`config.mk`:
```
export PLATFORM = sky130hd
export DESIGN_NAME = mem_access_unit
export DESIGN_NICKNAME = d
export VERILOG_FILES = /design/src/rtl/mem_access_unit.sv
export SDC_FILE = /design/constraint.sdc
export NUM_CORES = 1
export LEC_CHECK = 0
export CAP_MARGIN = 40
export CORE_MARGIN = 1
export CORE_UTILIZATION = 59
export CTS_BUF_LIST = sky130_fd_sc_hd__clkbuf_4
export CTS_CLUSTER_DIAMETER = 60
export CTS_CLUSTER_SIZE = 14
export DETAILED_ROUTE_END_ITERATION = 12
export DONT_BUFFER_PORTS = 1
export PLACE_DENSITY_LB_ADDON = 0.05
export SLEW_MARGIN = 5
export SYNTH_ARGS = -nofsm -noshare
export SYNTH_HDL_FRONTEND = slang
export SYNTH_SLANG_ARGS = --single-unit
```
`constraint.sdc`:
```
create_clock -name clk -period 2.43 [get_ports clk]
set_input_delay 0 -clock clk [delete_from_list [all_inputs] [get_ports clk]]
set_output_delay 0 -clock clk [all_outputs]
set_load 0.1 [all_outputs]
```
`src/rtl/mem_access_unit.sv`:
```
// In-order load/store front end for data_mem. S1 drives the RAM ports and S2 samples the read
// data. A credit-protected queue absorbs back-pressure so the pipe itself never stalls.
module mem_access_unit #(
  parameter int DATA_MEM_WIDTH = 10,
  parameter int TAG_WIDTH      = 6,
  parameter int RESP_DEPTH     = 4
) (
  input  logic                      clk,
  input  logic                      reset,
  input  logic                      req_valid,
  output logic                      req_ready,
  input  logic                      req_we,
  input  logic [31:0]               req_addr,
  input  logic [31:0]               req_wdata,
  input  logic [TAG_WIDTH-1:0]      req_tag,
  output logic [DATA_MEM_WIDTH-1:0] mem_addra,
  output logic [DATA_MEM_WIDTH-1:0] mem_addrb,
  output logic [31:0]               mem_dina,
  output logic                      mem_wea,
  input  logic [31:0]               mem_doutb,
  output logic                      resp_valid,
  input  logic                      resp_ready,
  output logic [31:0]               resp_data,
  output logic [TAG_WIDTH-1:0]      resp_tag,
  output logic                      resp_err
);
  localparam int PW = $clog2(RESP_DEPTH);
  localparam int CW = PW + 1;
  localparam int SW = CW + 1;

  logic                      req_err;
  logic                      accept;
  logic                      credit_ok;
  logic [SW-1:0]             pending;

  logic                      s1_valid;
  logic                      s1_we;
  logic                      s1_err;
  logic                      s1_resp;
  logic [DATA_MEM_WIDTH-1:0] s1_addr;
  logic [31:0]               s1_wdata;
  logic [TAG_WIDTH-1:0]      s1_tag;

  logic                      s2_valid;
  logic                      s2_err;
  logic [TAG_WIDTH-1:0]      s2_tag;
  logic [31:0]               s2_data;

  logic [31:0]               q_data [RESP_DEPTH];
  logic [TAG_WIDTH-1:0]      q_tag  [RESP_DEPTH];
  logic                      q_err  [RESP_DEPTH];
  logic [PW-1:0]             wr_ptr;
  logic [PW-1:0]             rd_ptr;
  logic [CW-1:0]             q_count;
  logic                      q_empty;
  logic                      push;
  logic                      pop;

  assign req_err = |req_addr[31:DATA_MEM_WIDTH];
  assign s1_resp = s1_valid & (~s1_we | s1_err);

  // Everything that will still produce a response counts against the credit, including S2
  // in a fall-through cycle; this is conservative but keeps the queue from ever overflowing.
  assign pending   = SW'(s1_resp) + SW'(s2_valid) + SW'(q_count);
  assign credit_ok = pending < SW'(RESP_DEPTH);
  assign req_ready = ~reset & (credit_ok | (req_we & ~req_err));
  assign accept    = req_valid & req_ready;

  always_ff @(posedge clk or posedge reset) begin
    if (reset) begin
      s1_valid <= 1'b0;
      s1_we    <= 1'b0;
      s1_err   <= 1'b0;
      s1_addr  <= '0;
      s1_wdata <= '0;
      s1_tag   <= '0;
    end else begin
      s1_valid <= accept;
      if (accept) begin
        s1_we    <= req_we;
        s1_err   <= req_err;
        s1_addr  <= req_addr[DATA_MEM_WIDTH-1:0];
        s1_wdata <= req_wdata;
        s1_tag   <= req_tag;
      end
    end
  end

  assign mem_addra = s1_addr;
  assign mem_addrb = s1_addr;
  assign mem_dina  = s1_wdata;
  assign mem_wea   = s1_valid & s1_we & ~s1_err;

  // S2 only carries requests that owe a response; clean stores retire out of S1.
  always_ff @(posedge clk or posedge reset) begin
    if (reset) begin
      s2_valid <= 1'b0;
      s2_err   <= 1'b0;
      s2_tag   <= '0;
    end else begin
      s2_valid <= s1_resp;
      s2_err   <= s1_err;
      s2_tag   <= s1_tag;
    end
  end

  assign s2_data = s2_err ? '0 : mem_doutb;

  assign q_empty = (q_count == '0);
  assign push    = s2_valid & ~(q_empty & resp_ready);
  assign pop     = ~q_empty & resp_ready;

  always_ff @(posedge clk or posedge reset) begin
    if (reset) begin
      wr_ptr  <= '0;
      rd_ptr  <= '0;
      q_count <= '0;
    end else begin
      if (push) wr_ptr <= wr_ptr + PW'(1);
      if (pop)  rd_ptr <= rd_ptr + PW'(1);
      q_count <= q_count + CW'(push) - CW'(pop);
    end
  end

  always_ff @(posedge clk) begin
    if (push) begin
      q_data[wr_ptr] <= s2_data;
      q_tag[wr_ptr]  <= s2_tag;
      q_err[wr_ptr]  <= s2_err;
    end
  end

  always_comb begin
    resp_valid = s2_valid;
    resp_data  = s2_data;
    resp_tag   = s2_tag;
    resp_err   = s2_err;
    if (!q_empty) begin
      resp_valid = 1'b1;
      resp_data  = q_data[rd_ptr];
      resp_tag   = q_tag[rd_ptr];
      resp_err   = q_err[rd_ptr];
    end
  end

endmodule
```
After elaboration in Yosys (flattened, before gate mapping):

Memory sizes are Yosys's and may differ from the RTL's.
Index checks and enable logic that the tools add are counted.

* register bits after elaboration: 66
* memory bits (writable): 156
* output and inout bits: 94
* logic and storage cells: 48
* memories: 3

* add/sub/neg operators: 6
* order comparisons: 1
* muxes and demuxes: 7
* bitwise operators: 17
* reduce and logical (&&, ||, !) cells: 2

Memories
* q_data: depth 4, width 32, rd ports 1, clocked after Yosys merged registers in 0, wr ports 1, line 49 `logic [31:0] q_data [RESP_DEPTH];`
* q_tag: depth 4, width 6, rd ports 1, clocked after Yosys merged registers in 0, wr ports 1, line 50 `logic [TAG_WIDTH-1:0] q_tag [RESP_DEPTH];`
* q_err: depth 4, width 1, rd ports 1, clocked after Yosys merged registers in 0, wr ports 1, line 51 `logic q_err [RESP_DEPTH];`

Operators by type and width (number)
* 32-bit 2-to-1 mux: 2
* 22-bit OR reduction: 1
* 1-bit bitwise AND: 9
* 6-bit 2-to-1 mux: 1
* 1-bit NOT: 6
* 2-bit by 1-bit adder with 2-bit output, second input constant: 2
* 2-bit by 3-bit adder with 4-bit output: 1
* 4-bit by 3-bit less-than comparator with 1-bit output, second input constant: 1
* 1-bit 2-to-1 mux: 4
* 3-bit by 1-bit adder with 3-bit output: 1
* 3-bit logical NOT: 1
* 3-bit by 1-bit subtractor with 3-bit output: 1
* 1-bit by 1-bit adder with 2-bit output: 1
* 1-bit OR: 2

Depth between registers and ports, before layout:

* depth after elaboration: 9
* depth in mapped cells: 9

Worst setup path after synthesis:

Ideal clock, no wire load.

* path kind: reg2out
* from: reg s1_err
* to: out req_ready
* arrival: 2947 ps
* slack: -517 ps
* stages on the path, launching flop included: 9
* path buffers: 1
* cells stage by stage: dfrtp_1 inv_1 a21boi_0 ha_1 a211oi_1 a211oi_4 o31a_1 buf_2 nor2_1

* cells in the longest elaborated chain, start to end: 7

RTL lines
* from (decl): line 38 `logic s1_err;`
* from (signal assigned): line 81 `s1_err <= req_err;`
* 1-bit OR: line 60 `assign s1_resp = s1_valid & (~s1_we | s1_err);`
* 1-bit bitwise AND: line 60
* via s1_resp: line 39 `logic s1_resp;`
* 1-bit by 1-bit adder with 2-bit output: line 64 `assign pending = SW'(s1_resp) + SW'(s2_valid) + SW'(q_count);`
* 2-bit by 3-bit adder with 4-bit output: line 64
* 4-bit by 3-bit less-than comparator with 1-bit output: line 65 `assign credit_ok = pending < SW'(RESP_DEPTH);`
* 1-bit OR: line 66 `assign req_ready = ~reset & (credit_ok | (req_we & ~req_err));`
* 1-bit bitwise AND: line 66
* to (decl): line 11 `output logic req_ready,`

The timed path passes the listed nets, and every way through them passes these cells.

Worst setup path after layout:

Same ends and word-level chain as after synthesis.

==> reports/metrics.csv <==
stage,metric,value,unit
logic_synthesis,ys_seq_area_share,66.6,%
timing,fin_crit,2.39,ns
global_routing,grt_max_degree,67,
critical_path,required,2.43,ns
logic_synthesis,synthCells,669,
cts,cts_tree,built,
floorplan,fp.dieArea,16600,µm²
drt,viasPerCell,5.61,
critical_path,critPathCapture,req_ready,
floorplan,initial_core_util,60.2,%
critical_path,cp-end-kind,primary output,
timing,hold_slack,0.116,ns
critical_path,cp-startpoint,s1_err,
timing,rsz0062_at_grt,true,
placement,place.gp.congestion,0.764,
global_routing,grt_usage,27.6,%
global_routing,antenna_found_initial,1,
cts,cts_max_level,1,
cells_and_area,final_common_cell,nand2_1,
drt,initialDrtViolationCount,469,
logic_synthesis,ys_warn_count,0,
drt,drc,0,
cells_and_area,syn2layout_area_growth,29.6,%
critical_path,cp_max_fo,3,
placement,portBuffers,0,
logic_synthesis,synth_cell_types,39,
status,status,"complete, no violations",
floorplan,io-pin-count,201,
drt,first_pass_iters,5,
timing,tightestPinTransition,0.821,ns
timing,skew,0.0188,ns
timing,drv_slew,0,
run,maxCapViolations,0,
global_routing,grt_pass1_vias,6749,
critical_path,regToRegEndpoint,mem_dina[24],
timing,max_freq,418,MHz
critical_path,start_kind,flip-flop,
logic_synthesis,syn_nets,785,
timing,slew_headroom,45.3,%
cts,cts_root_buffer,clkbuf_4,
floorplan,fp.dieH,129,µm
cells_and_area,final_cell_mix,"nand2_1, edfxtp_1, dlygate4sd3_1",
global_routing,grt_pass1_wl,34700,µm
floorplan,die_w,129,µm
logic_synthesis,syn_area_per_cell,14.2,µm²
cts,clk_pin_slew,0.16,ns
cts,clk_path_buf_depth,3,
drt,ant_nets,0,
critical_path,crit_type,reg -> out,
cts,cts_buffers,19,
drt,wl_per_cell,19.7,µm
critical_path,reg2reg_from,s1_err,
drt,wl,22300,µm
placement,dpl.hpwl,11300,µm
cells_and_area,instances_no_fill,1133,
floorplan,fp-row-count,46,
timing,hold_viol,0,
cts,cts_sinks,222,
cells_and_area,drive_gt1_share,25.7,%
floorplan,coreArea,15800,µm²
critical_path,critical_path_arrival,2.39,ns
logic_synthesis,ys_ff_latch,222,
min_path,min_path_type,in -> async,
cts,insertion_delay,0.61,ns
drt,dr_total_vias,6360,
timing,finalCritPeriodShare,98.5,%
cells_and_area,fin_nets,1020,
global_routing,grt-ovfl-total,0,
placement,place_inst,938,
cells_and_area,final_core_util,77.9,%
critical_path,reg2reg_depth,9,
timing,tns,0,ns
timing,setup_violations,0,
critical_path,rrSetupSlack,0.08,ns
logic_synthesis,synth_area,9520,µm²
critical path, stage by stage (launching register included):
cell and delay (ns):
dfrtp_1 0.39, inv_2 0.07, a21boi_4 0.18, ha_4 0.23, a21o_1 0.21, a211oi_4 0.25, o31a_2 0.25, nor2_4 0.05
buf_12 0.16
cells by family after synthesis:
logic type	share of synthesized area, %
AO/OA/AOI/OAI	7.04
XOR/XNOR	0.368
adder cells (fa/ha/maj)	1.26
buffers and inverters	5.20
flip-flops	66.6
multiplexers	9.23
AND/OR/NAND/NOR	10.3
state kept, by name, indices dropped and copies added, names as in the netlist, 3 cells and up:
signal,flops
q_data,128
mem_dina,32
q_tag,24
mem_addra,10
s1_tag,6
s2_tag,6
q_err,4
q_count,3
worst min-delay path by stage:
stage / depth (start not counted) / from / slack, ns / to
after CTS: 3 / reset / 0.1 / s1_tag[0]
after global placement: 2 / req_addr[8] / 0.15 / mem_addra[8]
final: 3 / reset / 0.12 / mem_addra[2]
after detailed placement: 2 / req_addr[4] / 0.16 / mem_addra[4]
after global routing: 3 / reset / 0.18 / mem_dina[22]
after floorplan: 1 / reset / 0.15 / mem_addra[0]
cell type report:
type                    instances  area [µm²]
flip-flops and latches        222        6350
fillers                       894        3490
multi-input cells             339        2760
repair buffers                265        2490
well taps                     216         270
clock buffers                  32         240
inverters                      57         218
clock inverters                 1        3.75
diodes                          1        2.50
stage by stage:
step                      cell area, µm²  worst slack, ns
after floorplan                     9530          -0.0508
after global placement             10400            0.126
after detailed placement           10400          -0.0471
after CTS                          12300          -0.0263
after global routing               12300          -0.0495
final                              12300           0.0362
Yosys cell counts:
cell type | n | share of area, %
nand2_1 | 170 | 6.7
edfxtp_1 | 156 | 49
dfrtp_1 | 66 | 17
inv_1 | 57 | 2.2
mux4_2 | 39 | 9.2
nor2b_1 | 33 | 2.2
o32ai_1 | 28 | 2.6
clkbuf_1 | 21 | 0.83
o32ai_2 | 20 | 3.4
buf_4 | 11 | 0.87
buf_2 | 9 | 0.47
ha_1 | 8 | 1.1
and2_1 | 5 | 0.33
buf_1 | 5 | 0.20
buf_6 | 5 | 0.59
nor4_1 | 5 | 0.33
o21ai_0 | 4 | 0.21
nor2_1 | 3 | 0.12
xnor2_1 | 3 | 0.28
nor3_1 | 2 | 0.11
a211oi_1 | 1 | 0.079
a211oi_4 | 1 | 0.21
a21boi_0 | 1 | 0.079
a21boi_1 | 1 | 0.079
a21o_1 | 1 | 0.079
a21oi_1 | 1 | 0.053
and3_1 | 1 | 0.066
and3b_1 | 1 | 0.092
fa_1 | 1 | 0.21
nand2b_1 | 1 | 0.066
nand4_1 | 1 | 0.066
nor2_2 | 1 | 0.066
nor3_2 | 1 | 0.11
o21a_1 | 1 | 0.079
o2bb2ai_1 | 1 | 0.092
o31a_1 | 1 | 0.092
or2_2 | 1 | 0.066
or3_1 | 1 | 0.066
xor2_1 | 1 | 0.092
routing by layer:
layer	global-route usage [%]	share of wire, %
met2	48.2	51
met5	0	0
met1	34.5	39
met4	10.5	3.2
met3	5.20	6.6
repair_timing:
| action | in CTS | in global routing |
|---|---|---|
| hold buffers | 152 | 2 |
| pin swaps | 5 | 4 |
| resized for setup | 6 | 8 |
| setup endpoints to repair | 40 | 37 |
| gates cloned | 1 | 0 |
| setup buffers | 5 | 4 |
| endpoints found under the hold margin | 259 | 1 |
Power is left out: the tool's default activity adds up to more than one toggle a clock period on the data nets, which glitch-free logic cannot reach.
